[config.mk]
export PLATFORM = sky130hd
export DESIGN_NAME = display_scanner_flat
export DESIGN_NICKNAME = d
export VERILOG_FILES = /design/src/rtl/display_pkg.sv /design/src/rtl/display_scanner_if.sv /design/src/rtl/display_scanner_seg_decoder.sv /design/src/rtl/display_scanner.sv /design/src/flat_wrapper.sv
export SDC_FILE = /design/constraint.sdc
export NUM_CORES = 1
export LEC_CHECK = 0
export CORE_MARGIN = 4
export CORE_UTILIZATION = 39
export DETAILED_ROUTE_END_ITERATION = 10
export PLACE_DENSITY = 0.69
export SYNTH_ARGS = -nofsm -noshare
export SYNTH_HDL_FRONTEND = slang
export SYNTH_SLANG_ARGS = --single-unit
[constraint.sdc]
create_clock -name clock -period 3.7 [get_ports clock]
set_clock_uncertainty 0.2 [all_clocks]
set_input_delay 0.37 -clock clock [delete_from_list [all_inputs] [get_ports clock]]
set_output_delay 0.37 -clock clock [all_outputs]
set_load 0.01 [all_outputs]
[src/rtl/display_pkg.sv]
// Shared constants for the seven-segment display path: character indices,
// the blank pattern and the 32-entry active-low segment table {g,f,e,d,c,b,a}.
package display_pkg;

  localparam int NUM_DIGITS = 8;
  localparam int CODE_W     = 6;
  localparam int SEG_W      = 7;

  typedef logic [CODE_W-1:0] code_t;
  typedef logic [SEG_W-1:0]  seg_t;
  typedef logic [4:0]        char_idx_t;

  typedef enum logic {
    PH_BLANK = 1'b0,
    PH_DRIVE = 1'b1
  } phase_e;

  localparam seg_t SEG_BLANK = 7'h7F;

  localparam char_idx_t CHAR_0     = 5'd0;
  localparam char_idx_t CHAR_9     = 5'd9;
  localparam char_idx_t CHAR_A     = 5'd10;
  localparam char_idx_t CHAR_F     = 5'd15;
  localparam char_idx_t CHAR_DASH  = 5'd16;
  localparam char_idx_t CHAR_H     = 5'd17;
  localparam char_idx_t CHAR_L     = 5'd18;
  localparam char_idx_t CHAR_P     = 5'd19;
  localparam char_idx_t CHAR_U     = 5'd20;
  localparam char_idx_t CHAR_R     = 5'd21;
  localparam char_idx_t CHAR_N     = 5'd22;
  localparam char_idx_t CHAR_O     = 5'd23;
  localparam char_idx_t CHAR_Y     = 5'd24;
  localparam char_idx_t CHAR_T     = 5'd25;
  localparam char_idx_t CHAR_UNDER = 5'd26;

  // Indices 27..31 are unassigned and stay blank.
  localparam seg_t SEG_TABLE [32] = '{
    7'h40, 7'h79, 7'h24, 7'h30, 7'h19, 7'h12, 7'h02, 7'h78,  // 0-7
    7'h00, 7'h10, 7'h08, 7'h03, 7'h46, 7'h21, 7'h06, 7'h0E,  // 8,9,A,b,C,d,E,F
    7'h3F, 7'h09, 7'h47, 7'h0C, 7'h41, 7'h2F, 7'h2B, 7'h23,  // -,H,L,P,U,r,n,o
    7'h11, 7'h07, 7'h77, 7'h7F, 7'h7F, 7'h7F, 7'h7F, 7'h7F   // y,t,_,blank
  };

  function automatic seg_t char_to_seg(input char_idx_t idx);
    return SEG_TABLE[idx];
  endfunction

endpackage

[src/rtl/display_scanner_if.sv]
// Bundle between the display manager and the scanner: eight character codes in,
// multiplexed segment/anode pins and the frame strobe out. DISPLAY_SCANNER_BLINK_EN adds blink.
interface display_scanner_if;
  import display_pkg::*;

  code_t       d1, d2, d3, d4, d5, d6, d7, d8;
  seg_t        seg;
  logic [7:0]  an;
  logic        frame_start;
`ifdef DISPLAY_SCANNER_BLINK_EN
  logic [7:0]  blink;
`endif

  modport master (
`ifdef DISPLAY_SCANNER_BLINK_EN
    output blink,
`endif
    output d1, d2, d3, d4, d5, d6, d7, d8,
    input  seg, an, frame_start
  );

  modport slave (
`ifdef DISPLAY_SCANNER_BLINK_EN
    input  blink,
`endif
    input  d1, d2, d3, d4, d5, d6, d7, d8,
    output seg, an, frame_start
  );

endinterface

[src/rtl/display_scanner_seg_decoder.sv]
// Combinational character decoder: 6-bit code {index, enable} to active-low
// segments. Kept standalone so other display paths can reuse it.
module seg_decoder
  import display_pkg::*;
(
  input  code_t code,
  output seg_t  seg
);

  // NOTE: every output of a combinational block gets a default first, so no path
  // leaves it unassigned and no latch is inferred.
  always_comb begin
    seg = SEG_BLANK;
    if (code[0]) seg = char_to_seg(code[5:1]);
  end

endmodule

[src/rtl/display_scanner.sv]
// Eight-digit time-multiplexed seven-segment scanner with per-frame snapshot of
// the character codes. Optional blinking is enabled by DISPLAY_SCANNER_BLINK_EN.
module display_scanner
  import display_pkg::*;
#(
  parameter int DIGIT_CYCLES = 50000,
  parameter int BLANK_CYCLES = 1000
`ifdef DISPLAY_SCANNER_BLINK_EN
  ,
  parameter int BLINK_FRAMES = 250
`endif
) (
  input  logic clock,
  input  logic reset,
  display_scanner_if.slave bus
);

  localparam int CNT_W = $clog2(DIGIT_CYCLES);
  localparam logic [CNT_W-1:0] CNT_LAST  = CNT_W'(DIGIT_CYCLES - 1);
  localparam logic [CNT_W-1:0] CNT_BLANK = CNT_W'(BLANK_CYCLES);

  logic [CNT_W-1:0] cnt;
  logic [2:0]       idx;
  logic             snap;
  phase_e           phase;

  code_t live   [NUM_DIGITS];
  code_t shadow [NUM_DIGITS];
  seg_t  dec_seg;

  logic [7:0] an_next, an_q;
  seg_t       seg_next, seg_q;
  logic       frame_start_q;

  assign live = '{bus.d1, bus.d2, bus.d3, bus.d4, bus.d5, bus.d6, bus.d7, bus.d8};

  // The snapshot edge is the first edge of slot 0, so a frame always shows one
  // coherent set of codes.
  assign snap  = (idx == 3'd0) && (cnt == '0);
  assign phase = (cnt < CNT_BLANK) ? PH_BLANK : PH_DRIVE;

  // NOTE: sequential state uses non-blocking assignments so every register
  // samples the pre-edge values regardless of process ordering.
  always_ff @(posedge clock) begin
    if (reset) begin
      cnt <= '0;
      idx <= 3'd0;
    end else if (cnt == CNT_LAST) begin
      cnt <= '0;
      idx <= idx + 3'd1;
    end else begin
      cnt <= cnt + 1'b1;
    end
  end

  // NOTE: the shadow bank is reset on purpose (unlike a plain storage array) so
  // the display comes up blank instead of showing whatever powered up.
  always_ff @(posedge clock) begin
    if (reset) begin
      for (int i = 0; i < NUM_DIGITS; i++) shadow[i] <= '0;
    end else if (snap) begin
      for (int i = 0; i < NUM_DIGITS; i++) shadow[i] <= live[i];
    end
  end

  seg_decoder u_seg_decoder (
    .code (shadow[idx]),
    .seg  (dec_seg)
  );

`ifdef DISPLAY_SCANNER_BLINK_EN
  localparam int FC_W = $clog2(BLINK_FRAMES + 1);

  logic [FC_W-1:0] frame_cnt;
  logic            blink_on;
  logic [7:0]      blink_s;
  logic            hide;

  // frame_cnt counts snapshots within the current phase; the toggle lands on the
  // snapshot that opens frame BLINK_FRAMES+1 of that phase.
  always_ff @(posedge clock) begin
    if (reset) begin
      frame_cnt <= '0;
      blink_on  <= 1'b1;
      blink_s   <= 8'h00;
    end else if (snap) begin
      blink_s <= bus.blink;
      if (frame_cnt == FC_W'(BLINK_FRAMES)) begin
        blink_on  <= ~blink_on;
        frame_cnt <= FC_W'(1);
      end else begin
        frame_cnt <= frame_cnt + 1'b1;
      end
    end
  end

  assign hide = !blink_on && blink_s[3'd7 - idx];
`endif

  always_comb begin
    an_next  = 8'hFF;
    seg_next = SEG_BLANK;
    if (phase == PH_DRIVE) begin
      an_next  = ~(8'h80 >> idx);
      seg_next = dec_seg;
`ifdef DISPLAY_SCANNER_BLINK_EN
      if (hide) seg_next = SEG_BLANK;
`endif
    end
  end

  always_ff @(posedge clock) begin
    if (reset) begin
      an_q          <= 8'hFF;
      seg_q         <= SEG_BLANK;
      frame_start_q <= 1'b0;
    end else begin
      an_q          <= an_next;
      seg_q         <= seg_next;
      frame_start_q <= snap;
    end
  end

  assign bus.an          = an_q;
  assign bus.seg         = seg_q;
  assign bus.frame_start = frame_start_q;

endmodule

[src/flat_wrapper.sv]
// flat-port wrapper written by rule: the top's interface ports become plain ports
module display_scanner_flat import display_pkg::*;
#(
  parameter int DIGIT_CYCLES = 50000,
  parameter int BLANK_CYCLES = 1000

)
  (clock, reset, bus_d1, bus_d2, bus_d3, bus_d4, bus_d5, bus_d6, bus_d7, bus_d8, bus_seg, bus_an, bus_frame_start);
  display_scanner_if bus_i ();
  input  logic clock;
  input  logic reset;
  input wire logic [$bits(bus_i.d1)-1:0] bus_d1;
  input wire logic [$bits(bus_i.d2)-1:0] bus_d2;
  input wire logic [$bits(bus_i.d3)-1:0] bus_d3;
  input wire logic [$bits(bus_i.d4)-1:0] bus_d4;
  input wire logic [$bits(bus_i.d5)-1:0] bus_d5;
  input wire logic [$bits(bus_i.d6)-1:0] bus_d6;
  input wire logic [$bits(bus_i.d7)-1:0] bus_d7;
  input wire logic [$bits(bus_i.d8)-1:0] bus_d8;
  output wire logic [$bits(bus_i.seg)-1:0] bus_seg;
  output wire logic [$bits(bus_i.an)-1:0] bus_an;
  output wire logic [$bits(bus_i.frame_start)-1:0] bus_frame_start;
  assign bus_i.d1 = bus_d1;
  assign bus_i.d2 = bus_d2;
  assign bus_i.d3 = bus_d3;
  assign bus_i.d4 = bus_d4;
  assign bus_i.d5 = bus_d5;
  assign bus_i.d6 = bus_d6;
  assign bus_i.d7 = bus_d7;
  assign bus_i.d8 = bus_d8;
  assign bus_seg = bus_i.seg;
  assign bus_an = bus_i.an;
  assign bus_frame_start = bus_i.frame_start;
  display_scanner #(.DIGIT_CYCLES(DIGIT_CYCLES), .BLANK_CYCLES(BLANK_CYCLES)) u_core (.clock(clock), .reset(reset), .bus(bus_i));
endmodule
==> flow_metrics.py, run 1 <==
metrics = {
    "drt": {
        "drc": 0,
        "vias": 2542,
        "vias_per_cell": 4.82,
        "antenna_left": 0,
        "drt-wirelength-per-cell_um": 13.8,
        "drtIter0Drc": 99,
        "wirelength_mm": 7.26,
        "dr.pass1.iters": 4,
    },
    "global_route": {
        "antenna_found_initial": 0,
        "grt_use_total_pct": 12.8,
        "grt_pass1_wl_mm": 11.7,
        "grt_max_degree": 38,
        "grt-ovfl-total": 0,
        "first_global_vias": 2477,
    },
    "yosys": {
        "syn_area_mm2": 0.00399,
        "syn-num-nets": 385,
        "ys.flop_type": "edfxtp_1",
        "seq_area_frac_synth_pct": 55.2,
        "synth-seq-cells": 86,
        "synth.distinct_cells": 48,
        "syn_inst": 319,
        "avgSynthCellArea_um2": 12.5,
        "synth_edf_count": 48,
        "yosysWarnings": 0,
        "async_flop_share_pct": 0,
    },
    "clock_network": {
        "post-cts-setup-buffers": 0,
        "cts_made_buffers": 9,
        "numClockSinks": 86,
        "holdBufCountCts": 0,
        "cts_tree": "done",
        "cts-htree-levels": 3,
        "cts-root-buf": "clkbuf_8",
        "clock_latency_ns": 0.35,
        "cts_max_path_buffers": 2,
        "cts_resized": 0,
        "clk_pin_slew_ns": 0.09,
    },
    "die": {
        "die_w_um": 109,
        "die_h_um": 109,
        "io_pins": 66,
        "die_area_mm2": 0.0119,
        "num_rows": 36,
        "core_mm2": 0.00986,
        "initial_core_util_pct": 40.4,
    },
    "critical_path": {
        "worst_r2r_path_depth": 6,
        "r2r-end": "u_core.bus.seg[1]",
        "cp_max_fo": 19,
        "required_ns": 3.72,
        "arrival_ns": 2.94,
        "crit_type": "flip-flop to flip-flop",
        "crit_path_end": "u_core.bus.seg[1]",
        "r2r_slack_ns": 0.78,
        "crit_path_start_kind": "flip-flop",
        "critPathCaptureType": "flip-flop",
    },
    "place": {
        "port_buffers": 65,
        "gp_congestion": 0.779,
        "placedCellCount": 511,
        "hpwl_mm": 5.40,
        "placed_area_mm2": 0.00479,
    },
    "sta": {
        "slew_violations": 0,
        "min_period_ns": 2.92,
        "fmax_mhz": 342,
        "period_share_pct": 79.0,
        "setup_tns_ns": 0,
        "grt_setup_unrepaired": "no",
        "finalSetupViolCount": 0,
        "slew_headroom_pct": 53.9,
        "worst_slew_pin_slew_ns": 0.691,
        "hold_violations": 0,
    },
    "outcome": {
        "status": "complete, no violations",
    },
    "power_and_ir_drop": {
        "power_density_mw_per_mm2": 407,
        "ir_drop_mv": 0.219,
        "p_leak_nw": 1.86,
    },
    "min_path": {
        "hold_path_class": "flip-flop to flip-flop",
    },
    "finish": {
        "final_cells": 527,
        "final_cell_mix": "clkdlybuf4s50_1, edfxtp_1, and2_1, dfxtp_1, nor2_1",
        "design_area_mm2": 0.00498,
        "num-fill-cells": 866,
        "layout-drive-gt1-share_pct": 10.4,
        "syn2layout_area_growth_pct": 24.9,
        "layout.nets": 455,
        "final_common_cell": "clkdlybuf4s50_1",
        "diodes": 0,
    },
    "flow_run": {
        "cap_viol_max_count": 0,
    },
}
critical path: stages, from the launching register on:
cell and delay [ns]:
dfxtp_1 0.55, buf_4 0.26, mux4_2 0.55, mux2i_4 0.56, nand2b_1 0.28, a21boi_0 0.25, o221ai_1 0.14
cells by family after synthesis:
logic type,share of synthesized area (%)
flip-flops,55.2
adder cells (fa/ha/maj),5.02
XOR/XNOR,3.29
AND/OR/NAND/NOR,17.0
AO/OA/AOI/OAI,4.48
buffers and inverters,2.73
multiplexers,12.3
per-layer routing:
metal / GRT usage, % / wire length [um]
met5: 0 / 0
met4: 5.14 / 82
met3: 2.90 / 350
met2: 20.3 / 3490
met1: 17.1 / 3340
power by group:
part | switching, mW | internal, mW
Combinational | 0.137 | 0.141
Clock | 0.329 | 0.313
Sequential | 0.0193 | 1.09
final cells by class:
type | count | area (um^2) | share of cell area (%)
multi-input cells | 209 | 1680 | 33.8
well taps | 133 | 166 | 3.34
clock inverters | 7 | 71.3 | 1.43
repair buffers | 70 | 688 | 13.8
flip-flops and latches | 86 | 2200 | 44.2
clock buffers | 9 | 124 | 2.48
inverters | 13 | 48.8 | 0.979
cell usage after synthesis, types with 6 or more instances:
master     n  share of area [%]
nand2_1   14                1.3
mux4_2     9                5.1
ha_1      16                5.0
dfxtp_1   38                 19
and2_1    38                6.0
nand3_1   13                1.6
edfxtp_1  48                 36
nor2b_1   13                2.0
xnor2_1   10                2.2
clkbuf_1   6               0.56
mux2i_1    8                2.0
nor3_1     6               0.75
inv_1     12                1.1
nor2_1    27                2.5
worst min-delay path by stage:
stage                             start               end  slack, ns  depth (start not counted)
after CTS                 u_core.cnt[0]     u_core.cnt[0]       0.29                          1
after global placement    u_core.cnt[0]     u_core.cnt[0]       0.26                          1
final                     u_core.cnt[0]     u_core.cnt[0]       0.28                          1
after floorplan           u_core.idx[2]  u_core.bus.an[1]       0.22                          1
after global routing      u_core.cnt[0]     u_core.cnt[0]       0.31                          1
after detailed placement  u_core.cnt[0]     u_core.cnt[0]       0.27                          1
registers in the layout, indices dropped and copies added, names as in the netlist, named ones only:
signal and flops:
u_core.idx 3, u_core.bus.seg 7, u_core.shadow 48, u_core.cnt 16
u_core.bus.an 8, u_core.bus.frame_start 1
metrics by stage:
| stage | utilization (%) | worst slack [ns] | hold WS [ns] | total power [mW] |
|---|---|---|---|---|
| 2_1_floorplan | - | 0.935 | 0.222 | 1.30 |
| 3_3_place_gp | 48.6 | 0.854 | 0.263 | 1.40 |
| 3_5_place_dp | 48.6 | 0.787 | 0.274 | 1.41 |
| 4_1_cts | 50.5 | 0.760 | 0.293 | 2.05 |
| 5_1_grt | 50.5 | 0.608 | 0.313 | 2.12 |
| 6_report | 50.5 | 0.776 | 0.285 | 2.03 |
(Power assumes the default switching activity.)
==> run 2: changes to the inputs <==
- PLACE_DENSITY: 0.69 -> 0.71
- clock period: 3.7 -> 2.4 ns (I/O delays scaled with it)
==> run 2 against run 1 <==
  * Wire length increased by 9.7%
  * Combinational power increased by 85%
  * Via count increased by 4.6%
  * Core utilization increased by 3.1 points
  * Sequential cell count unchanged
  * Register-to-register slack got worse by 0.76 ns
  * Critical path depth increased by 2
  * Sequential share of layout area decreased by 2.5 points
  * Critical path type unchanged
  * First-iteration DRC count decreased by 2.0%
==> flow_metrics.py, run 2 (synthesis gave the netlist of run 1 again) <==
metrics = {
    "power_and_ir_drop": {
        "combPwrFrac_pct": 16.0,
        "ir_drop_mv": 0.281,
        "power_density_mw_per_mm2": 609,
        "power_switching_share_pct": 23.7,
        "internal_power_mw": 2.46,
        "p_sw_mw": 0.764,
        "p_leak_nw": 1.99,
        "total_power_mw": 3.22,
        "seqPwrFrac_pct": 53.0,
        "p_clk_share_pct": 31.0,
    },
    "finish": {
        "regMostFlops": "u_core.shadow",
        "final_cell_mix": "clkdlybuf4s50_1, edfxtp_1, and2_1",
        "largest_reg_flops": 48,
        "final_common_cell": "clkdlybuf4s50_1",
        "layout.nets": 476,
        "diodes": 0,
        "layout-drive-gt1-share_pct": 16.6,
        "syn2layout_area_growth_pct": 32.6,
    },
    "die": {
        "io_pins": 66,
        "num_rows": 36,
        "core_mm2": 0.00986,
        "initial_core_util_pct": 40.4,
        "die_h_um": 109,
        "die_w_um": 109,
        "die_area_mm2": 0.0119,
    },
    "critical_path": {
        "crit_path_end": "u_core.bus.seg[6]",
        "critPathCaptureType": "flip-flop",
        "r2r_slack_ns": 0.02,
        "r2r-end": "u_core.bus.seg[6]",
        "cp_slowest_stage_delay_ns": 0.52,
        "cp_max_fo": 5,
        "slowest_stage": "mux4_2",
        "worst_r2r_path_depth": 8,
        "crit_type": "flip-flop to flip-flop",
        "crit_path_start_kind": "flip-flop",
        "arrival_ns": 2.43,
        "path_cells": "clkbuf_16, mux4_2, mux2i_4, inv_2, ha_4, mux2i_1, o22ai_1, a221o_1",
        "required_ns": 2.45,
    },
    "global_route": {
        "grt_use_total_pct": 14.0,
        "first_global_vias": 2680,
        "grt_max_degree": 38,
        "grt_pass1_wl_mm": 12.7,
        "grt-ovfl-total": 0,
        "antenna_found_initial": 0,
    },
    "drt": {
        "antenna_left": 0,
        "drt-wirelength-per-cell_um": 14.5,
        "vias_per_cell": 4.85,
        "dr.pass1.iters": 5,
        "drc": 0,
        "vias": 2659,
        "drtIter0Drc": 97,
        "wirelength_mm": 7.97,
    },
    "outcome": {
        "status": "complete, no violations",
    },
    "sta": {
        "worst_slew_pin_slew_ns": 0.598,
        "timing.final.ws_setup_ns": 0.0166,
        "period_share_pct": 99.3,
        "hold_violations": 0,
        "min_period_ns": 2.38,
        "fmax_mhz": 420,
        "slew_headroom_pct": 60.2,
        "finalSetupViolCount": 0,
        "grt_setup_unrepaired": "yes",
        "hold_slack_ns": 0.276,
        "slew_violations": 0,
    },
    "clock_network": {
        "cts-root-buf": "clkbuf_8",
        "cts_made_buffers": 9,
        "holdBufCountCts": 0,
        "cts-htree-levels": 3,
        "cts_tree": "done",
        "clk_pin_slew_ns": 0.08,
        "clock_latency_ns": 0.36,
        "numClockSinks": 86,
        "cts_max_path_buffers": 2,
    },
    "flow_run": {
        "cap_viol_max_count": 0,
    },
    "min_path": {
        "hold_path_class": "flip-flop to flip-flop",
        "hold_start": "u_core.idx[2]",
    },
    "place": {
        "gp_congestion": 0.838,
        "port_buffers": 65,
        "hpwl_mm": 5.74,
        "dp_slack_ns": 0.0131,
    },
}
## run 2: cell types whose count changed in the layout (fill, tap and decap cells not counted), moves of 3 or more
cell and delta:
buf_12 +5, ha_2 +3, ha_1 -5, buf_4 +13
clkbuf_1 +3, clkbuf_16 +3
## run 2: cell type report
type                            instances  area, um^2
Inverter                               13        51.3
Multi-Input combinational cell        209        1730
Clock inverter                          2        13.8
Clock buffer                           14         185
Tap cell                              133         166
Timing Repair Buffer                   91         933
Fill cell                             821        4570
Sequential cell                        86        2210
## run 2: worst max-delay path: cells and delay by family, from the launching register on
family,cells,cell delay [ns]
muxes,3,0.87
adders and majority gates,1,0.18
DFF,1,0.38
buffers and inverters,2,0.24
AOI/OAI and AO/OA,2,0.40
## run 2: layer usage
| layer | GRT usage [%] | share of wire (%) |
|---|---|---|
| met1 | 17.3 | 44 |
| met2 | 22.8 | 50 |
| met3 | 3.97 | 4.6 |
| met4 | 5.95 | 2.1 |
| met5 | 0 | 0 |
## run 2: metrics by stage
stage,TNS [ns],cell area [um^2],util [%],instances
6_report,0,5290,53.6,548
4_1_cts,0,5150,52.2,537
5_1_grt,-0.260,5290,53.6,548
3_5_place_dp,0,4950,50.2,521
2_1_floorplan,0,4020,-,319
3_3_place_gp,0,4950,50.2,521
## run 2: repair_timing
item                                    4_1_cts  5_1_grt
buffers inserted                              0       10
endpoints found under the setup margin        0        7
gates resized for setup                       0       10
## run 2: worst min path at each step
stage	end	slack, ns	depth (start not counted)
6_report	u_core.bus.an[1]	0.28	1
2_1_floorplan	u_core.bus.an[0]	0.21	2
5_1_grt	u_core.shadow[3][4]	0.32	2
3_5_place_dp	u_core.bus.an[1]	0.27	1
4_1_cts	u_core.bus.an[1]	0.28	1
3_3_place_gp	u_core.cnt[0]	0.25	1
## run 2: power groups by stage
| stage | registers, mW | logic, mW | clock network [mW] |
|---|---|---|---|
| detailed placement | 1.74 | 0.477 | 0 |
| CTS | 1.71 | 0.479 | 1.02 |
| global placement | 1.74 | 0.465 | 0 |
| finish | 1.71 | 0.515 | 0.999 |
| global route | 1.72 | 0.561 | 1.09 |
| floorplan | 1.73 | 0.287 | 0 |
==> run 3: changes to the inputs <==
- CELL_PAD_IN_SITES_DETAIL_PLACEMENT: unset -> 1
- CELL_PAD_IN_SITES_GLOBAL_PLACEMENT: unset -> 1
- PLACE_DENSITY: 0.71 -> 0.83
- SLEW_MARGIN: unset -> 0
==> run 3 against run 2 <==
  * Final cell count down 0.73%
  * Highest routed layer unchanged
  * Critical path type unchanged
  * First-iteration DRC count up 68%
  * Sequential cell count unchanged
  * Largest cell class unchanged
  * Via count up 2.8%
  * Critical path depth unchanged
  * Critical endpoint is now u_core.bus.seg[4]
  * Largest power group unchanged
==> flow_metrics.py, run 3 (synthesis gave the netlist of run 1 again) <==
metrics = {
    "global_route": {
        "grt-ovfl-total": 0,
        "met3_usage_pct": 3.67,
        "grt_max_degree": 49,
        "first_global_vias": 2933,
        "gr-max-usage-layer": "met2",
        "grtUsageMet2_pct": 29.6,
        "antenna_found_initial": 0,
        "grtUsageMet1_pct": 20.2,
        "grt_use_total_pct": 16.8,
        "grt_pass1_wl_mm": 15.1,
    },
    "clock_network": {
        "cts-root-buf": "clkbuf_8",
        "clock_latency_ns": 0.35,
        "clk_pin_slew_ns": 0.08,
        "cts_max_path_buffers": 2,
        "cts_tree": "done",
        "cts-htree-levels": 3,
        "cts_made_buffers": 9,
        "numClockSinks": 86,
    },
    "sta": {
        "worst_slew_pin_slew_ns": 0.608,
        "period_share_pct": 99.3,
        "slew_headroom_pct": 59.4,
        "timing.final.ws_setup_ns": 0.0164,
        "hold_violations": 0,
        "finalSetupViolCount": 0,
        "grt_setup_unrepaired": "yes",
        "slew_violations": 0,
        "fmax_mhz": 420,
        "min_period_ns": 2.38,
    },
    "min_path": {
        "worstHoldEndpoint": "u_core.bus.an[2]",
        "hold_path_class": "flip-flop to flip-flop",
        "hold_start": "u_core.idx[2]",
        "min_path_cells": 1,
    },
    "drt": {
        "dr.pass1.iters": 4,
        "drt-wirelength-per-cell_um": 17.5,
        "antenna_left": 0,
        "vias": 2733,
        "wirelength_mm": 9.54,
        "drtIter0Drc": 163,
        "vias_per_cell": 5.02,
        "drc": 0,
    },
    "place": {
        "hpwl_mm": 6.96,
        "port_buffers": 65,
        "placed_area_mm2": 0.00495,
        "gp_congestion": 0.831,
        "dp_slack_ns": -0.0261,
    },
    "critical_path": {
        "required_ns": 2.48,
        "cp_top_family": "multiplexers",
        "critPathCaptureType": "flip-flop",
        "r2r-end": "u_core.bus.seg[4]",
        "r2r_slack_ns": 0.02,
        "cp.depth": 8,
        "arrival_ns": 2.47,
        "path_cells": "clkbuf_16, mux4_2, mux2i_4, buf_4, ha_2, nand2_2, a221o_1, o211ai_2",
        "slowest_stage": "mux4_2",
        "path_buf_inv": 2,
        "crit_path_start_kind": "flip-flop",
        "crit_type": "flip-flop to flip-flop",
        "cp_max_fo": 5,
        "cp_slowest_stage_delay_ns": 0.52,
        "worst_r2r_path_depth": 8,
    },
    "power_and_ir_drop": {
        "p_leak_nw": 1.97,
        "power_density_mw_per_mm2": 619,
        "ir_drop_mv": 0.324,
    },
    "outcome": {
        "status": "complete, no violations",
    },
    "finish": {
        "layout.nets": 472,
        "diodes": 0,
        "design_area_mm2": 0.00528,
        "final_cell_mix": "clkdlybuf4s50_1, edfxtp_1, and2_1",
        "regMostFlops": "u_core.shadow",
        "largest_reg_flops": 48,
        "final_common_cell": "clkdlybuf4s50_1",
        "layout-drive-gt1-share_pct": 17.0,
        "syn2layout_area_growth_pct": 32.3,
    },
    "die": {
        "die_h_um": 109,
        "die_w_um": 109,
        "die_area_mm2": 0.0119,
        "io_pins": 66,
        "initial_core_util_pct": 40.4,
        "num_rows": 36,
        "core_mm2": 0.00986,
    },
    "flow_run": {
        "cap_viol_max_count": 0,
    },
}
## run 3: cell types whose count changed in the layout (fill, tap and decap cells not counted), sizes merged
cell / previous run / this run
bufinv: 0 / 1
inv: 12 / 13
clkbuf: 15 / 11
clkinvlp: 0 / 2
buf: 25 / 21
## run 3: how the worst max path moves through the flow
stage | startpoint | endpoint | slack [ns]
after floorplan | flip-flop | u_core.bus.seg[6] | 0.01
after global placement | flip-flop | u_core.bus.seg[5] | 0.06
after detailed placement | flip-flop | u_core.bus.seg[5] | -0.03
after CTS | flip-flop | u_core.bus.seg[6] | 0.005
after global routing | flip-flop | u_core.bus.seg[5] | -0.06
final | flip-flop | u_core.bus.seg[4] | 0.02
## run 3: what timing repair did
| item | CTS | global route |
|---|---|---|
| cloned | 0 | 1 |
| setup endpoints to repair | 5 | 42 |
| pin swaps | 0 | 1 |
| gates resized for setup | 1 | 11 |
| setup buffers | 3 | 3 |
| hold buffers | 0 | 0 |
## run 3: layer usage
layer / routed length, um / part of all wire [%]
met1: 4000 / 42
met2: 5020 / 53
met3: 409 / 4.3
met4: 113 / 1.2
met5: 0 / 0
## run 3: report_power, final
part | leakage [nW] | internal, mW | switching, mW
clock | 0.0926 | 0.479 | 0.526
combinational | 1.04 | 0.286 | 0.257
sequential | 0.834 | 1.68 | 0.0401
## run 3: final cells by class
cell class / count / area (um^2)
well taps: 133 / 166
inverters: 13 / 51.3
flip-flops and latches: 86 / 2210
clock buffers: 10 / 128
multi-input cells: 209 / 1760
fillers: 1016 / 4580
clock inverters: 6 / 61.3
repair buffers: 87 / 912
## run 3: per-stage QoR
stage / power, mW / hold slack, ns / TNS, ns / util, % / cells
floorplan: 2.02 / 0.208 / 0 / - / 319
global placement: 2.21 / 0.261 / 0 / 50.2 / 521
detailed placement: 2.25 / 0.274 / -0.0390 / 50.2 / 521
CTS: 3.26 / 0.291 / 0 / 52.4 / 540
global route: 3.42 / 0.331 / -0.247 / 53.5 / 544
finish: 3.27 / 0.298 / 0 / 53.5 / 544
